File: config.mk
export PLATFORM = sky130hd
export DESIGN_NAME = lock_client_agent
export DESIGN_NICKNAME = d
export VERILOG_FILES = /design/src/rtl/lock_pkg.sv /design/src/rtl/lock_backoff_ctr.sv /design/src/rtl/lock_client_agent.sv
export SDC_FILE = /design/constraint.sdc
export NUM_CORES = 1
export LEC_CHECK = 0
export CAP_MARGIN = 10
export CORE_AREA = 2 2 82 84
export CTS_CLUSTER_DIAMETER = 200
export DETAILED_ROUTE_END_ITERATION = 8
export DIE_AREA = 0 0 84 86
export GPL_TIMING_DRIVEN = 1
export HOLD_SLACK_MARGIN = 0.02
export PLACE_DENSITY = 0.95
export SETUP_SLACK_MARGIN = 0.1
export SYNTH_ARGS = -nofsm -noshare
export SYNTH_HDL_FRONTEND = slang
export SYNTH_SLANG_ARGS = --single-unit
File: constraint.sdc
create_clock -name clk -period 2.35 [get_ports clk]
set_input_delay 0.3525 -clock clk [delete_from_list [all_inputs] [get_ports clk]]
set_output_delay 0.3525 -clock clk [all_outputs]
set_load 0.01 [all_outputs]
File: src/rtl/lock_pkg.sv
// rtl/lock_pkg.sv - shared types and constants for the lock protocol
package lock_pkg;

  typedef enum logic [2:0] {
    IDLE    = 3'd0,
    REQ     = 3'd1,
    CHECK   = 3'd2,
    BACKOFF = 3'd3,
    OWNED   = 3'd4,
    RELEASE = 3'd5
  } lock_state_e;

  localparam logic [31:0] LOCK_ADDR_DEFAULT = 32'd84;
  localparam logic [31:0] LOCK_ACQ_VAL      = 32'd1;
  localparam logic [31:0] LOCK_REL_VAL      = 32'd0;

  // Saturating 8-bit increment, used by the attempt counter
  function automatic logic [7:0] sat_inc8(input logic [7:0] v);
    return (v == 8'hFF) ? v : v + 8'd1;
  endfunction

endpackage

File: src/rtl/lock_backoff_ctr.sv
// rtl/lock_backoff_ctr.sv - loadable down-counter timing the retry backoff
module lock_backoff_ctr #(
  parameter int unsigned W = 3
) (
  input  logic         clk,
  input  logic         rst_n,
  input  logic         load,
  input  logic [W-1:0] load_val,
  input  logic         en,
  output logic [W-1:0] count,
  output logic         done
);

  // Load wins over counting; the count parks at zero once reached
  always_ff @(posedge clk or negedge rst_n) begin
    if (!rst_n) begin
      count <= '0;
    end else if (load) begin
      count <= load_val;
    end else if (en && (count != '0)) begin
      count <= count - 1'b1;
    end
  end

  assign done = (count == '0);

endmodule

File: src/rtl/lock_client_agent.sv
// rtl/lock_client_agent.sv - per-core initiator that acquires, uses and releases the shared lock
module lock_client_agent
  import lock_pkg::*;
#(
  parameter int unsigned CLIENT_ID      = 0,
  parameter int unsigned N_CLIENTS      = 2,
  parameter logic [31:0] LOCK_ADDR      = LOCK_ADDR_DEFAULT,
  parameter int unsigned BACKOFF_CYCLES = 4,
  parameter int unsigned MAX_RETRIES    = 8
) (
  input  logic        clk,
  input  logic        rst_n,
  input  logic        acq_req_i,
  input  logic        rel_req_i,
  output logic        granted_o,
  output logic        busy_o,
  output logic        fail_o,
  output logic [7:0]  attempts_o,
  input  logic [31:0] core_addr_i,
  input  logic        core_wr_en_i,
  input  logic        core_select_i,
  input  logic [31:0] core_data_i,
  output logic [31:0] core_data_o,
  output logic [31:0] bus_addr_o,
  output logic        bus_wr_en_o,
  output logic        bus_select_o,
  output logic [31:0] bus_data_o,
  input  logic [31:0] bus_data_i
);

  localparam int unsigned RW = $clog2(MAX_RETRIES + 1);
  localparam int unsigned BW = $clog2(BACKOFF_CYCLES + 1);

  // A free lock reads back N_CLIENTS, so a valid client index is always below it
  if (CLIENT_ID >= N_CLIENTS) begin : g_bad_client_id
    $error("CLIENT_ID must be below N_CLIENTS");
  end
  if (BACKOFF_CYCLES < 1) begin : g_bad_backoff
    $error("BACKOFF_CYCLES must be at least 1");
  end
  if (MAX_RETRIES < 1) begin : g_bad_retries
    $error("MAX_RETRIES must be at least 1");
  end

  lock_state_e   state_q, state_d;
  logic [RW-1:0] retry_q;
  logic [RW-1:0] retry_inc;
  logic [7:0]    attempts_q;
  logic          fail_q;
  logic          hit;
  logic          exhausted;
  logic          bo_load;
  logic          bo_en;
  logic          bo_done;
  logic [BW-1:0] bo_count;

  // Readback is compared over the full 32-bit word
  assign hit       = (bus_data_i == 32'(CLIENT_ID));
  assign retry_inc = retry_q + 1'b1;
  assign exhausted = (retry_inc == RW'(MAX_RETRIES));
  assign bo_load   = (state_q == CHECK) && !hit && !exhausted;
  assign bo_en     = (state_q == BACKOFF);

  lock_backoff_ctr #(.W(BW)) u_backoff (
    .clk      (clk),
    .rst_n    (rst_n),
    .load     (bo_load),
    .load_val (BW'(BACKOFF_CYCLES - 1)),
    .en       (bo_en),
    .count    (bo_count),
    .done     (bo_done)
  );

  // State register; an asynchronous reset abandons ownership without a release write
  always_ff @(posedge clk or negedge rst_n) begin
    if (!rst_n) state_q <= IDLE;
    else        state_q <= state_d;
  end

  // Retry and attempt bookkeeping, plus the registered give-up pulse
  always_ff @(posedge clk or negedge rst_n) begin
    if (!rst_n) begin
      retry_q    <= '0;
      attempts_q <= '0;
      fail_q     <= 1'b0;
    end else begin
      fail_q <= (state_q == CHECK) && !hit && exhausted;
      if ((state_q == IDLE) && acq_req_i) begin
        retry_q    <= '0;
        attempts_q <= '0;
      end else if (state_q == REQ) begin
        attempts_q <= sat_inc8(attempts_q);
      end else if (bo_load) begin
        retry_q <= retry_inc;
      end
    end
  end

  // Next-state logic; acquire requests outside IDLE are dropped
  always_comb begin
    state_d = state_q;
    case (state_q)
      IDLE:    if (acq_req_i) state_d = REQ;
      REQ:     state_d = CHECK;
      CHECK: begin
        if (hit)            state_d = rel_req_i ? RELEASE : OWNED;
        else if (exhausted) state_d = IDLE;
        else                state_d = BACKOFF;
      end
      BACKOFF: begin
        if (rel_req_i)    state_d = IDLE;
        else if (bo_done) state_d = REQ;
      end
      OWNED:   if (rel_req_i) state_d = RELEASE;
      RELEASE: state_d = IDLE;
      default: state_d = IDLE;
    endcase
  end

  // Output decode; the bus idles at zero unless a state drives it
  always_comb begin
    granted_o    = 1'b0;
    busy_o       = 1'b0;
    core_data_o  = '0;
    bus_addr_o   = '0;
    bus_wr_en_o  = 1'b0;
    bus_select_o = 1'b0;
    bus_data_o   = '0;
    case (state_q)
      REQ: begin
        busy_o       = 1'b1;
        bus_addr_o   = LOCK_ADDR;
        bus_wr_en_o  = 1'b1;
        bus_select_o = 1'b1;
        bus_data_o   = LOCK_ACQ_VAL;
      end
      CHECK: begin
        busy_o       = 1'b1;
        bus_addr_o   = LOCK_ADDR;
        bus_select_o = 1'b1;
      end
      BACKOFF: busy_o = 1'b1;
      OWNED: begin
        granted_o    = 1'b1;
        bus_addr_o   = core_addr_i;
        bus_wr_en_o  = core_wr_en_i;
        bus_select_o = core_select_i;
        bus_data_o   = core_data_i;
        core_data_o  = bus_data_i;
      end
      RELEASE: begin
        busy_o       = 1'b1;
        bus_addr_o   = LOCK_ADDR;
        bus_wr_en_o  = 1'b1;
        bus_select_o = 1'b1;
        bus_data_o   = LOCK_REL_VAL;
      end
      default: ;
    endcase
  end

  assign fail_o     = fail_q;
  assign attempts_o = attempts_q;

endmodule

# Yosys cells after proc, flatten, opt, wreduce, memory -nomap -nowiden
# Index checks and enable logic that the tools add are counted.
# Widths: inputs -> output; s select.
# word_totals
output_inout_bits	109
elab_cells	63
ff_bits	19
inputBits	102
# classes
muxes	23
reduce_logical	20
n_eq_ne	12
addsub	3
# ops
operator	n
$pmux 32 s2	2
$logic_not 32->1	1
$mux 32	1
$mux 8	3
$mux 3	7
$pmux 3 s5	1
$mux 4	3
$add 8x1->8 const B	1
$eq 8x8->1 const B	1
$ne 2x2->1 const B	4
$eq 3x2->1 const B	2
$eq 3x3->1 const B	2
$logic_not 3->1	2
$reduce_bool 2->1	3
$logic_and 1x1->1	5
$add 4x1->4 const B	1
$eq 4x4->1 const B	1
$pmux 1 s2	2
$reduce_and 2->1	2
$reduce_or 4->1	1
$eq 3x1->1 const B	1
$mux 1	3
$ne 3x3->1 const B	1
$reduce_and 3->1	1
other kinds (6)	7

# Logic depth before layout (Yosys ltp)
# Gate-level depths: netlist of the first run.
# depth
word_depth	7
mapped_depth	7

# By module
# A second synthesis of the first run with hierarchy kept.
# unflattened
hier_cells	247
hier_area_um2	1836.8
# by_module_without_submodules
mod	seq_area_each_um2	cells_per_inst	n_inst	area_each_um2
lock_client_agent	400.4	228	1	1646.6
lock_backoff_ctr	75.1	19	1	190.2

# Worst setup path after synthesis of the first run
# No wires, ideal clock.
# synth_path
path_type	flip-flop to output port
from	reg state_q[1]
to	out bus_addr_o[0]
n_path_buf	3
setup_slack_ps	685
arrival_ps	1313
path_stages_with_launch	6
cell_sequence	dfrtp_1 > buf_2 > nor2_1 > buf_2 > clkbuf_1 > and3_1
# synth_between
elab_chain_len	3
# synth_lines
item	line_no	source
start, declared	lock_client_agent.sv:45	lock_state_e state_q, state_d;
start signal, assigned	lock_client_agent.sv:77	else state_q <= state_d;
$eq 3x2->1 (tied with other cells)	lock_client_agent.sv:129	case (state_q)
$reduce_or 3->1 (no line)	--	
$pmux 32 s2 *	lock_client_agent.sv:129	
end, declared	lock_client_agent.sv:24	output logic [31:0] bus_addr_o,
# Every way passes the cells marked *; elsewhere a longest branch is shown, timed or not.

# Worst setup path after layout of the first run
# layout_path
from	reg state_q[0]
to	out core_data_o[2]
# layout_between
elab_chain_len	2
# layout_lines
item	line_no	source
$eq 3x3->1	lock_client_agent.sv:129	
$mux 32	lock_client_agent.sv:129	
end, declared	lock_client_agent.sv:23	output logic [31:0] core_data_o,
# Every way passes these cells.

==> key figures, run 1 <==
Placed design
  – Port Buf Inserts: 210
  – Final weighted congestion in routability-driven placement: 0.9242
  – Post-detail-place hpwl: 7283 um

Final layout
  – Layout Nets: about 560
  – Fill cell total of the finished layout: 505
  – Syn-to-layout area delta: 129.9%
  – Fraction of final layout cells sized beyond drive strength 1: 8.686%

Power
  – Overall Power: 2.417 mW
  – Leakage: 2.012 nW
  – Worst ir drop on vdd: about 0.0006 V
  – Pwr per Cell Area: between 500 and 600 nW/um^2

Detailed routing
  – Vias: 2,811
  – Post-route DRC violation count: 0
  – Initial detailed-routing violation count: 155
  – Wire length after detailed routing: between 9000 and 10,000 um
  – Post-detailed-route via-to-cell ratio: between 5 and 6
  – Antenna violation net count after detailed routing: 0
  – Wire length per cell: ~18 um
  – Pre-antenna DRT Iters: 4

Status
  – Run status: complete, no violations

GRT
  – Overall fraction of global-route tracks in use: 24.47%
  – Pin count of the biggest net entering global routing: 63
  – Vias in the first global route: 2,627
  – Initial antenna violation count: 3
  – Global-route congestion overflow total: 0
  – First-pass GRT wire length: between 10,000 and 15,000 um

CTS
  – Clk pin slew, worst setup/hold paths: 0.07 ns
  – Latest clock arrival within the worst-skew pair: 0.25 ns
  – CTS Buffer Depth: 2
  – CTS tree: done
  – Number of H-tree levels: 1
  – Count of hold-fix buffers inserted at cts: 0
  – Inserted Clock Buffers: 3
  – TritonCTS Sinks: 19
  – Root buffer selected by CTS: clkbuf_8

Yosys
  – Total of warnings raised by yosys: 0
  – Async set or reset register ratio after synthesis: 100.0%
  – Netlist area before placement: 1847 um^2
  – EDFF count, synth: 0
  – Syn Nets: around 350
  – Mean post-synth cell area: between 7 and 8 um^2
  – Share of Yosys cell area claimed by the top area cell type: 31.50%
  – Flip-flop cell with the highest count after synthesis: dfrtp_1
  – Unique cell type count in the Yosys netlist: 38
  – Cell type with the highest aggregate area in the netlist: and3_1
  – Post-synthesis cell count: about 240
  – Most common cell in the netlist: and3_1
  – Sequential share of the synthesized area: 25.75%
  – Cell types with the highest counts after synthesis: 93 x and3_1, 22 x clkbuf_1, 19 x dfrtp_1
  – Flops & latches, synth: 19
  – Top cells by area, synth: and3_1 32%, dfrtp_1 26%, clkbuf_1 4.5%

Worst setup path
  – Launch point of the worst reg-to-reg path: state_q[2]
  – CP startpoint kind: register
  – Crit path max fanout: 40
  – Worst reg2reg endpoint: attempts_o[3]
  – Worst reg-to-reg setup slack: 0.54 ns
  – R2R cell count: 6
  – Crit Path Category: register to output port
  – Data arrival, critical path: 1.87 ns
  – Worst Path Required: 2.00 ns
  – Type of element capturing the critical path: output port
  – Crit path launch: state_q[0]

Job
  – Number of max-capacitance violations reported: 0

STA
  – Relative slew slack: 76.34%
  – Worst Hold Slack: about 0.43 ns
  – RSZ-0062 raised after global routing: yes
  – Fmax: between 400 and 500 MHz
  – Period Utilization, post-route: 94.38%
  – Final setup violating endpoints: 0
  – Final TNS setup: 0 ns
  – Transition time at the pin with the least slew margin: about 0.35 ns
  – Min Clock Period, post-route: about 2.2 ns
  – Layout Skew: between 0.0015 and 0.002 ns
  – Pins over their slew limit: 0
  – Hold Vio Cnt, Final: 0

Die
  – Area of the die: between 7000 and 8000 um^2
  – Initial cell density of the core: 29.42%
  – Core footprint: 6277 um^2
  – Die boundary height: 86 um
  – Die Wd: 84 um
  – Rows: 29
  – I/O pin total: 211

Min path
  – HP Class: primary input to asynchronous set/reset pin
critical path: stages, from the launching register on:
cell and delay [ns]:
dfrtp_2 0.44, nor2_4 0.13, buf_12 0.14, buf_16 0.17, and3_1 0.18, clkdlybuf4s50_1 0.54
placed cells by master (no fill, tap or decap), types with 3 or more instances in the layout:
cell type | Yosys | layout
ha_1 | 4 | 4
xor2_1 | 3 | 3
buf_12 | 0 | 3
dlymetal6s2s_1 | 0 | 4
a21oi_1 | 8 | 8
nand3_1 | 7 | 7
o211ai_1 | 3 | 3
dfrtp_1 | 19 | 17
nor4_2 | 3 | 3
buf_4 | 0 | 10
nand4_1 | 5 | 5
nand2_1 | 9 | 8
nor4_1 | 5 | 5
nor3_1 | 3 | 3
clkdlybuf4s50_1 | 0 | 206
xnor2_1 | 4 | 4
o21ai_0 | 6 | 6
and3_1 | 93 | 93
nor2_1 | 15 | 14
and2_1 | 3 | 3
clkbuf_8 | 0 | 3
inv_1 | 5 | 5
where the power goes:
group | leakage (nW) | internal (mW) | switching (mW)
Sequential | 0.244 | 0.428 | 0.115
Combinational | 1.75 | 0.840 | 0.804
Clock | 0.0228 | 0.121 | 0.110
cells by family (layout without fill, tap and decap cells):
family	after synthesis	after routing	synth area share, %
adder cells (fa/ha/maj)	4	4	2.710
AND/OR/NAND/NOR	151	151	49.05
other	0	2	0
flip-flops	19	19	25.75
AO/OA/AOI/OAI	30	30	11.72
buffers and inverters	31	237	6.910
multiplexers	1	1	0.5420
XOR/XNOR	7	7	3.320
layer usage:
metal,GRT usage (%),part of all wire (%),vias up
li1,-,-,1308
met5,0,0,-
met4,7.918,2.8,0
met2,41.89,49,162
met1,29.91,38,1313
met3,6.737,10,28
final cells by class:
cell class	count	area, um^2	area share (%)
diodes	2	5.005	0.1179
clock buffers	4	45.04	1.061
inverters	5	18.77	0.4421
multi-input cells	193	1256	29.59
flip-flops and latches	19	480.5	11.32
well taps	77	96.34	2.269
repair buffers	228	2344	55.20
metrics by stage:
step           utilization, %  instance area (um^2)  worst slack [ns]  std cells
2_1_floorplan               -                  1847            0.6848        243
3_3_place_gp            64.44                  4045            0.2066        514
3_5_place_dp            64.44                  4045            0.1589        514
4_1_cts                 66.14                  4151            0.1085        522
5_1_grt                 67.59                  4243           0.06798        527
6_report                67.63                  4245            0.1320        528
flip-flops by register name, summed over array words and instances, names as in the netlist:
signal and flops:
attempts_o 8, fail_o 1, retry_q 4, state_q 3
u_backoff.count 3
worst max-delay path by stage:
stage                     cells past startpoint  slack (ns)              to
after detailed placement                      7        0.16      retry_q[1]
after global routing                          5        0.07  bus_data_o[18]
final                                         5        0.13  core_data_o[2]
after CTS                                     4        0.11  bus_addr_o[12]
after global placement                        7        0.21      retry_q[0]
after floorplan                               5        0.68   bus_addr_o[0]
what timing repair did:
| item | CTS | global route |
|---|---|---|
| setup buffers | 3 | 2 |
| endpoints found under the hold margin | 0 | 0 |
| setup endpoints to repair | 84 | 64 |
| cloned | 1 | 2 |
| gates resized for setup | 3 | 7 |
Note: power is estimated with default switching activity, not from simulation.
==> run 2: changes to the inputs <==
--- a/config.mk
+++ b/config.mk
@@ -5,7 +5,6 @@
 export SDC_FILE = /design/constraint.sdc
 export NUM_CORES = 1
 export LEC_CHECK = 0
-export CAP_MARGIN = 10
 export CORE_AREA = 2 2 82 84
 export CTS_CLUSTER_DIAMETER = 200
 export DETAILED_ROUTE_END_ITERATION = 8
==> results of run 2 <==
No change in the layout: final DEF, timing and power equal those of run 1.
==> run 3: changes to the inputs <==
--- a/config.mk
+++ b/config.mk
@@ -9,6 +9,7 @@
 export CTS_CLUSTER_DIAMETER = 200
 export DETAILED_ROUTE_END_ITERATION = 8
 export DIE_AREA = 0 0 84 86
+export GPL_ROUTABILITY_DRIVEN = 0
 export GPL_TIMING_DRIVEN = 1
 export HOLD_SLACK_MARGIN = 0.02
 export PLACE_DENSITY = 0.95
==> results of run 3 <==
No change in the layout: final DEF, timing and power equal those of run 1.
